$ cat src/rtl/fifo_mem_ctrl.sv
// fifo_mem_ctrl: pointer and occupancy sequencer for a 2**ADDR_WIDTH x 8 array.
// First-word-fall-through: the array reads asynchronously at RD_PTR.
module fifo_mem_ctrl #(
   parameter int ADDR_WIDTH = 8,
   parameter int AF_LEVEL   = 252,
   parameter int AE_LEVEL   = 4
) (
   input  logic                  CLK,
   input  logic                  RST,
   input  logic                  WR_REQ,
   input  logic                  RD_REQ,
   output logic                  WE,
   output logic [ADDR_WIDTH-1:0] WR_PTR,
   output logic [ADDR_WIDTH-1:0] RD_PTR,
   output logic [ADDR_WIDTH:0]   COUNT,
   output logic                  FULL,
   output logic                  EMPTY,
   output logic                  ALMOST_FULL,
   output logic                  ALMOST_EMPTY,
   output logic                  WR_ACK,
   output logic                  RD_ACK,
   output logic                  OVERFLOW,
   output logic                  UNDERFLOW
);

   localparam logic [ADDR_WIDTH:0] DEPTH = {1'b1, {ADDR_WIDTH{1'b0}}};
   localparam logic [ADDR_WIDTH:0] AF_C  = AF_LEVEL[ADDR_WIDTH:0];
   localparam logic [ADDR_WIDTH:0] AE_C  = AE_LEVEL[ADDR_WIDTH:0];

   logic rd_ok;
   logic wr_ok;

   // Status flags decode registered COUNT only, so they never glitch.
   assign EMPTY        = (COUNT == '0);
   assign FULL         = (COUNT == DEPTH);
   assign ALMOST_FULL  = (COUNT >= AF_C);
   assign ALMOST_EMPTY = (COUNT <= AE_C);

   // A pop frees a slot in the same cycle, so a push at FULL is still taken.
   assign rd_ok = RD_REQ & ~EMPTY;
   assign wr_ok = WR_REQ & (~FULL | rd_ok);

   assign WE     = wr_ok & ~RST;
   assign WR_ACK = WE;
   assign RD_ACK = rd_ok & ~RST;

   always_ff @(posedge CLK) begin
      if (RST) begin
         WR_PTR    <= '0;
         RD_PTR    <= '0;
         COUNT     <= '0;
         OVERFLOW  <= 1'b0;
         UNDERFLOW <= 1'b0;
      end else begin
         if (wr_ok)
            WR_PTR <= WR_PTR + 1'b1;
         if (rd_ok)
            RD_PTR <= RD_PTR + 1'b1;
         case ({wr_ok, rd_ok})
            2'b10:   COUNT <= COUNT + 1'b1;
            2'b01:   COUNT <= COUNT - 1'b1;
            default: COUNT <= COUNT;
         endcase
         if (WR_REQ & ~wr_ok)
            OVERFLOW <= 1'b1;
         if (RD_REQ & ~rd_ok)
            UNDERFLOW <= 1'b1;
      end
   end

endmodule

$ cat config.mk
export PLATFORM = sky130hd
export DESIGN_NAME = fifo_mem_ctrl
export DESIGN_NICKNAME = d
export VERILOG_FILES = /design/src/rtl/fifo_mem_ctrl.sv
export SDC_FILE = /design/constraint.sdc
export NUM_CORES = 1
export LEC_CHECK = 0
export ABC_CLOCK_PERIOD_IN_PS = 4050
export CAP_MARGIN = 30
export CORE_ASPECT_RATIO = 0.8
export CORE_UTILIZATION = 45
export CTS_BUF_LIST = sky130_fd_sc_hd__clkbuf_16
export DETAILED_ROUTE_END_ITERATION = 8
export PLACE_DENSITY_LB_ADDON = 0.15
export SLEW_MARGIN = 20
export SYNTH_ARGS = -nofsm -noshare
export SYNTH_HDL_FRONTEND = slang
export SYNTH_SLANG_ARGS = --single-unit
$ cat constraint.sdc
create_clock -name CLK -period 4.05 [get_ports CLK]
set_input_delay 0.405 -clock CLK [delete_from_list [all_inputs] [get_ports CLK]]
set_output_delay 0.405 -clock CLK [all_outputs]
set_load 0.005 [all_outputs]
==> flow_summary.ini, run 1 <==
[global_routing]
grt_max_degree = 17
grt-ovfl-total = 0
antenna_found_initial = 0
grt_pass1_vias = 1292
grt_pass1_wl_mm = 5.92
grt_usage_pct = 18.8

[sta]
min_period_over_period_pct = 86.4
worst_pin_slew_ns = 0.740
min_period_ns = 3.50
timing.hold.ws_ns = 0.494
timing.fmax_mhz = 286
final_hold_viol_count = 0
setup_viol = 0
setup_ws_ns = 0.552
fin_worst_skew_ns = 0.00178
tns_ns = 0
finalMaxSlewViolations = 0
maxSlewHeadroom_pct = 50.7
rsz0062_at_grt = false

[synthesis]
yosysSeqAreaShare_pct = 33.2
synth_cell_types = 48
synth_nets = 204
synth_compound_area_share_pct = 17.1
synth-xor-area-share_pct = 10.2
synthArstFlopShare_pct = 0
synth_area_um2 = 1630
synthSimpleGateAreaFrac_pct = 22.6
synth_area_per_cell_um2 = 8.57
synthMuxAreaShare_pct = 3.15
ys_warn_count = 0
synth-seq-cells = 27
synth_fa_ha_area_share_pct = 8.15
synth_edf_count = 0
syn_inst = 190
ys.flop_type = dfxtp_1
synth_top_family_by_area = simple AND/OR/NAND/NOR gates

[final_layout]
fin_area_um2 = 2090
multi_input_area_um2 = 997
final_nets = 239
drive_above_1_share_pct = 7.14
final_cells = 266
fillerInstances = 301
seq_area_um2 = 541
antenna_cells = 0
synthToLayoutAreaGrowth_pct = 28.5

[clock_network]
cts_buffer_depth = 2
clkTransAtPathRegs_ns = 0.07
clockRootBuffer = clkbuf_16
cts.htree.levels = 1
post_cts_buffers = 0
cts_tree = done
clock-sinks = 27
cts_buffers = 3
post_cts_resize_count = 0
hold_buffers = 0
clk_latency_ns = 0.26

[die]
die-width_um = 69.2
dieArea_um2 = 3860
core-area_um2 = 3450
die_y_um = 55.8
pin_count = 38
num_rows = 19
initial_utilization_pct = 47.2

[placed_design]
routabilityCongestion = 0.963
io_buffers = 37
dp_hpwl_mm = 2.61
dp_worst_setup_slack_ns = 0.592
dp_cells = 262
postPlaceCellArea_um2 = 2010

[drt]
drtIter0Drc = 79
drt_wl_total_mm = 3.62
vias = 1467
drt-pass1-iter-count = 4
vias_per_cell = 5.52
wire_per_inst_um = 13.6
drc = 0
ant_nets = 0

[critical_path]
cp_num_buf_inv = 1
crit_required_ns = 4.23
crit_chain = or4_1 -> o41ai_2 -> buf_4 -> nor2_1 -> fa_1 -> a21oi_1 -> o22a_1 -> a21oi_1 -> or4_1 -> a31oi_1
cp_max_fo = 11
cp_data_arrival_time_ns = 3.68
crit_family = simple AND/OR/NAND/NOR gates
path_class = flop to flop
start_kind = flop
crit_path_top_delay_cell = or4_1
end_kind = flop
max_stage_delay_ns = 0.69

[power]
p_leak_nw = 0.771
vdd_drop_max_uv = 283
cellPowerDensity_nw_per_um2 = 689

[status]
status = completed

[job]
cap_violations = 0

[worst_hold_path]
hold_class = flop to flop
-- path summary, 6_finish.rpt --
check	start	end	slack (ns)	cells past startpoint
setup reg to reg	COUNT[4]	COUNT[8]	0.55	10
hold / removal	OVERFLOW	OVERFLOW	0.49	2
setup / recovery	COUNT[4]	COUNT[8]	0.55	10
hold reg to reg	OVERFLOW	OVERFLOW	0.49	2
-- cells in the final DEF, fill, tap and decap left out, types with 3 or more instances in the layout --
cell and count:
o21ai_0 4, inv_1 7, dfxtp_1 27, nor3_1 9, nand4_1 6, xor2_1 6, buf_4 3, o21a_1 3
a21oi_1 9, xnor2_1 13, nor2_1 32, clkbuf_16 3, or3_1 3, nand2b_1 3, nand3_1 4, ha_1 9
mux2i_1 4, clkdlybuf4s50_1 37, nand2_1 7
-- flip-flops by register name (all words and copies together), names as in the netlist --
| signal | flops |
|---|---|
| COUNT | 9 |
| WR_PTR | 8 |
| OVERFLOW | 1 |
| RD_PTR | 8 |
| UNDERFLOW | 1 |
-- logic make-up after synthesis --
family | count (synthesis)
flip-flops | 27
multiplexers | 5
buffers and inverters | 17
XOR/XNOR | 19
adder cells (fa/ha/maj) | 10
AND/OR/NAND/NOR | 75
AO/OA/AOI/OAI | 37
-- synthesized netlist by cell type (all sizes together), types with 3 or more instances --
cell / count / area [µm²]
ha: 9 / 113
nor3: 9 / 45.0
a211oi: 3 / 32.5
xnor2: 13 / 114
buf: 6 / 47.5
nand4: 6 / 37.5
nor2: 33 / 126
inv: 7 / 26.3
nand2b: 3 / 18.8
dfxtp: 27 / 541
or4: 3 / 26.3
xor2: 6 / 52.6
o21a: 3 / 22.5
nand3: 4 / 20.0
nand2: 7 / 26.3
o21ai: 4 / 20.0
a21oi: 9 / 45.0
clkbuf: 4 / 16.3
or3: 4 / 26.3
mux2i: 4 / 40.0
-- where the power goes --
part	internal (mW)	switching, mW
Clock	0.134	0.0965
Combinational	0.412	0.392
Sequential	0.320	0.0882
Total	0.866	0.576
-- through the flow --
stage / power [mW] / utilization, %
floorplan: 0.935 / -
global placement: 1.19 / 58.3
detailed placement: 1.20 / 58.3
CTS: 1.45 / 60.7
global route: 1.54 / 60.7
finish: 1.44 / 60.7
-- final cells by class --
type | count | area share, %
Clock inverter | 1 | 0.359
Sequential cell | 27 | 25.8
Timing Repair Buffer | 40 | 18.8
Multi-Input combinational cell | 146 | 47.7
Tap cell | 42 | 2.51
Inverter | 7 | 1.26
Clock buffer | 3 | 3.59
-- metal layers --
metal  part of all wire, %  up-vias  global-route usage [%]
met5                     0        -                       0
met4                  0.58        0                    2.62
met3                   3.6        4                    4.89
met2                    44       27                    30.0
met1                    51      699                    26.1
li1                      -      737                       -
-- worst reg2reg max path, stage by stage (launching register included) --
cell and delay, ns:
dfxtp_1 0.34, or4_1 0.69, o41ai_2 0.33, buf_4 0.24, nor2_1 0.17, fa_1 0.48
a21oi_1 0.23, o22a_1 0.21, a21oi_1 0.09, or4_1 0.48, a31oi_1 0.17
Note: power is estimated with default switching activity, not from simulation.
==> run 2, diff against run 1 <==
--- a/config.mk
+++ b/config.mk
@@ -10,6 +10,7 @@
 export CORE_ASPECT_RATIO = 0.8
 export CORE_UTILIZATION = 45
 export CTS_BUF_LIST = sky130_fd_sc_hd__clkbuf_16
+export CTS_CLUSTER_DIAMETER = 120
 export DETAILED_ROUTE_END_ITERATION = 8
 export PLACE_DENSITY_LB_ADDON = 0.15
 export SLEW_MARGIN = 20
==> results of run 2 <==
No change in the layout: final DEF, timing and power equal those of run 1.
==> run 3, diff against run 2 <==
--- a/config.mk
+++ b/config.mk
@@ -9,10 +9,11 @@
 export CAP_MARGIN = 30
 export CORE_ASPECT_RATIO = 0.8
 export CORE_UTILIZATION = 45
-export CTS_BUF_LIST = sky130_fd_sc_hd__clkbuf_16
-export CTS_CLUSTER_DIAMETER = 120
+export CTS_BUF_LIST = sky130_fd_sc_hd__clkbuf_4 sky130_fd_sc_hd__clkbuf_8
+export CTS_CLUSTER_DIAMETER = 150
 export DETAILED_ROUTE_END_ITERATION = 8
 export PLACE_DENSITY_LB_ADDON = 0.15
+export SETUP_SLACK_MARGIN = 0.5
 export SLEW_MARGIN = 20
 export SYNTH_ARGS = -nofsm -noshare
 export SYNTH_HDL_FRONTEND = slang
==> run 3 against run 2 <==
  * Sequential cell count did not move
  * Sequential power barely moved
  * First-iteration DRC count fell by 5.1%
  * Routed wire length fell by 0.97%
  * Sequential share of layout area rose by 0.34 points
  * Combinational power rose by 1%
  * Design area fell by 1.3%
  * Critical path depth did not move
  * Clock power fell by 32%
  * Hold slack improved by 0.0065 ns
  * Clock-buffer cell count did not move
  * Core utilization fell by 0.80 points
  * Largest cell class unchanged
  * Largest power group unchanged
==> flow_summary.ini, run 3 (synthesis results as in run 1) <==
[status]
status = completed

[global_routing]
met3_usage_pct = 4.89
grt_max_degree = 17
grt_pass1_vias = 1289
grt_pass1_wl_mm = 5.90
grt-ovfl-total = 0
antenna_found_initial = 0
top_usage_layer = met2
globalRouteMet1Util_pct = 26.3
grtUsageMet2_pct = 29.8
grt_usage_pct = 18.6

[clock_network]
clk_latency_ns = 0.27
clkTransAtPathRegs_ns = 0.10
clock-sinks = 27
cts_buffers = 3
cts_buffer_depth = 2
cts_tree = done
cts.htree.levels = 1
post_cts_resize_count = 0
hold_buffers = 0
clockRootBuffer = clkbuf_8
post_cts_buffers = 0

[final_layout]
seq_area_um2 = 541
reg.largest.list = COUNT x9, RD_PTR x8, WR_PTR x8
fin_area_um2 = 2060
fillerInstances = 308
regMostFlops = COUNT
synthToLayoutAreaGrowth_pct = 26.8
final_common_cell = clkdlybuf4s50_1
largest_reg_flops = 9
multi_input_area_um2 = 1000
final_core_util_pct = 59.9
final_cells = 266
final_nets = 239
drive_above_1_share_pct = 8.04
antenna_cells = 0
final_cell_mix = clkdlybuf4s50_1 (37), nor2_1 (32), dfxtp_1 (27)

[placed_design]
routabilityCongestion = 0.963
dp_worst_setup_slack_ns = 0.592
dp_cells = 262
dp_hpwl_mm = 2.61
postPlaceCellArea_um2 = 2010
io_buffers = 37

[die]
die_y_um = 55.8
initial_utilization_pct = 47.2
pin_count = 38
num_rows = 19
die-width_um = 69.2
core-area_um2 = 3450
dieArea_um2 = 3860

[critical_path]
crit_family = simple AND/OR/NAND/NOR gates
crit_required_ns = 4.25
crit_chain = or4_4 -> o41ai_2 -> buf_4 -> nor2_1 -> ha_1 -> a21oi_1 -> o22a_1 -> a21oi_1 -> or4_1 -> a31oi_1
cp_max_fo = 11
cp_num_buf_inv = 1
path_class = flop to flop
end_kind = flop
max_stage_delay_ns = 0.60
start_kind = flop
crit_path_frequent_cell = a21oi_1
cp_data_arrival_time_ns = 3.52
crit_path_top_delay_cell = or4_4

[power]
power_mw = 1.38
p_leak_nw = 0.754
vdd_drop_max_uv = 279
cellPowerDensity_nw_per_um2 = 668

[drt]
wire_per_inst_um = 13.5
drc = 0
ant_nets = 0
drt-pass1-iter-count = 5
vias_per_cell = 5.49
drtIter0Drc = 75
vias = 1460
drt_wl_total_mm = 3.58

[sta]
fin_worst_skew_ns = 0.00404
min_period_over_period_pct = 82.1
maxSlewHeadroom_pct = 51.4
final_hold_viol_count = 0
rsz0062_at_grt = false
tns_ns = 0
timing.hold.ws_ns = 0.501
min_period_ns = 3.32
setup_ws_ns = 0.727
timing.fmax_mhz = 301
setup_viol = 0
finalMaxSlewViolations = 0
worst_pin_slew_ns = 0.729

[job]
cap_violations = 0

[worst_hold_path]
hold_class = flop to flop
==> run 3: cell type report <==
cell class	instances	area share (%)
clock inverters	1	0.364
multi-input cells	146	48.6
flip-flops and latches	27	26.2
clock buffers	3	2.00
repair buffers	40	19.0
inverters	7	1.27
well taps	42	2.55
==> run 3: where the power goes <==
group	internal, mW	leakage [nW]	switching (mW)
Sequential	0.320	0.220	0.0893
Clock	0.0698	0.0217	0.0872
Combinational	0.423	0.512	0.389
Total	0.813	0.754	0.566
==> run 3: path summary, 6_finish.rpt <==
| kind | end | cells after the start | slack (ns) | from |
|---|---|---|---|---|
| max | COUNT[8] | 10 | 0.73 | COUNT[4] |
| min | OVERFLOW | 2 | 0.50 | OVERFLOW |
| max reg2reg | COUNT[8] | 10 | 0.73 | COUNT[4] |
| min reg2reg | OVERFLOW | 2 | 0.50 | OVERFLOW |
==> run 3: worst min-delay path: stages, from the launching register on <==
cell and delay [ns]:
dfxtp_1 0.35, a41oi_1 0.05, nor2_1 0.07
==> run 3: routing by layer <==
metal	up-vias	part of all wire (%)
met5	-	0
met4	0	0.36
met3	2	4.2
met2	32	45
met1	686	51
li1	740	-
==> patch (settings of run 1) <==
Make the reset (`RST`) asynchronous in one clocked block.
--- a/src/rtl/fifo_mem_ctrl.sv
+++ b/src/rtl/fifo_mem_ctrl.sv
@@ -46,3 +46,3 @@
 
-   always_ff @(posedge CLK) begin
+   always_ff @(posedge CLK or posedge RST) begin
       if (RST) begin
Function: differs if RST is asserted again (counterexample within 4 cycles, from zero or initial values and one cycle with RST high); with RST held inactive, the same outputs for 10 cycles.
==> patch against run 1 <==
  * Via count decreased by 17%
  * Wire length fell by 10%
  * Sequential share of layout area grew 6.7 points
  * Critical endpoint is now COUNT[8]
  * Global-route usage decreased by 0.26 points
  * Largest cell class unchanged
  * Total power grew 10%
  * Sequential cell count unchanged
  * Area after synthesis decreased by 3.6%
  * Largest power group unchanged
  * Fmax up 1.7%
  * Synthesized cell count decreased by 26%
  * Setup slack better by 58 ps
  * Clock power decreased by 6%
  * Final area decreased by 0.72%
==> patch: results (changes against run 1) <==
- Via density: 5.51 (-0.15%)
- Max IR drop VDD: 0.419 mV (+48%)
- Slowest cell delay on critical path: 610 ps (-80 ps)
- Async SR Flop Fraction: 1.00 (+1.00)
- DRT iter0 DRCs: 69 (-13%)
- Crit-path slowest cell: or4_4
- First-pass GRT wire length: 5.05 mm (-15%)
- # fillers: 243 (-19%)
- FF+latch area: 676 sq um (+25%)
- HPWL Detailed: 2.40 mm (-8.2%)
- Post-synth top cells: 27 x dfrtp_1, 14 x xnor2_1, 9 x ha_1, 9 x nand2_1
- Vias in the first global route: 1104 (-15%)
- Post-synthesis sequential area ratio: 0.431 (+0.0986)
- Worst rel slew slack: 0.563 (+0.0562)
- Syn_nets: 155 (-24%)
- Status: complete, no violations
- Sw Ratio: 0.351 (-0.0482)
- Buffers on Ports: 37 (unchanged)
- Max Clock Skew: 2.10 ps (+0.316 ps)
- Gr usage total: 0.185 (-0.00256)
- Wire per inst: 14.7 um (+8.0%)
- Crit path max fanout: 9 (-2)
- P_leak: 0.913 nW (+18%)
- GPL Wtd Cong: 0.877 (-8.9%)
- Layout cell share with drive strength beyond 1: 0.116 (+0.0446)
[patch: final timing paths]
check	slack [ps]	cells past startpoint	endpoint	startpoint
setup / recovery	610	9	COUNT[8]	COUNT[4]
hold reg to reg	460	1	UNDERFLOW	UNDERFLOW
hold / removal	460	1	UNDERFLOW	UNDERFLOW
min in group asynchronous	550	2	WR_PTR[4]	RST
setup reg to reg	610	9	COUNT[8]	COUNT[4]
max in group asynchronous	3040	3	COUNT[2]	RST
[patch: logic make-up (layout without fill, tap and decap cells)]
family / after synthesis / after routing / share of synthesized area
simple gates: 44 / 44 / 0.161
flops: 27 / 27 / 0.431
compound gates: 22 / 22 / 0.0989
fa+ha+maj: 10 / 10 / 0.0845
mux: 9 / 9 / 0.0813
xor+xnor: 21 / 21 / 0.117
buf+inv: 8 / 48 / 0.0263
[patch: layout make-up]
class | count | share of cell area
Multi-Input combinational cell | 106 | 0.410
Clock buffer | 3 | 0.0361
Clock inverter | 1 | 0.00181
Sequential cell | 27 | 0.325
Timing Repair Buffer | 38 | 0.192
Tap cell | 40 | 0.0241
Inverter | 6 | 0.0108
[patch: stage by stage]
step	instances	worst slack, ps
after floorplan	141	1020
after global placement	216	758
after CTS	221	681
final	221	609
after global routing	221	500
after detailed placement	217	613
[patch: power groups by stage]
stage                     Clock (mW)  Combinational, mW  Sequential (mW)
after floorplan                    0              0.436            0.563
after global placement             0              0.770            0.577
after detailed placement           0              0.783            0.585
after CTS                      0.224              0.791            0.582
after global routing           0.234              0.866            0.609
final                          0.218              0.789            0.581
[patch: metal layers]
metal,share of wire,track usage,wire length [um]
met1,0.49,0.249,1590
met2,0.46,0.297,1510
met3,0.047,0.0500,154
met4,0,0.0382,0
met5,0,0,0
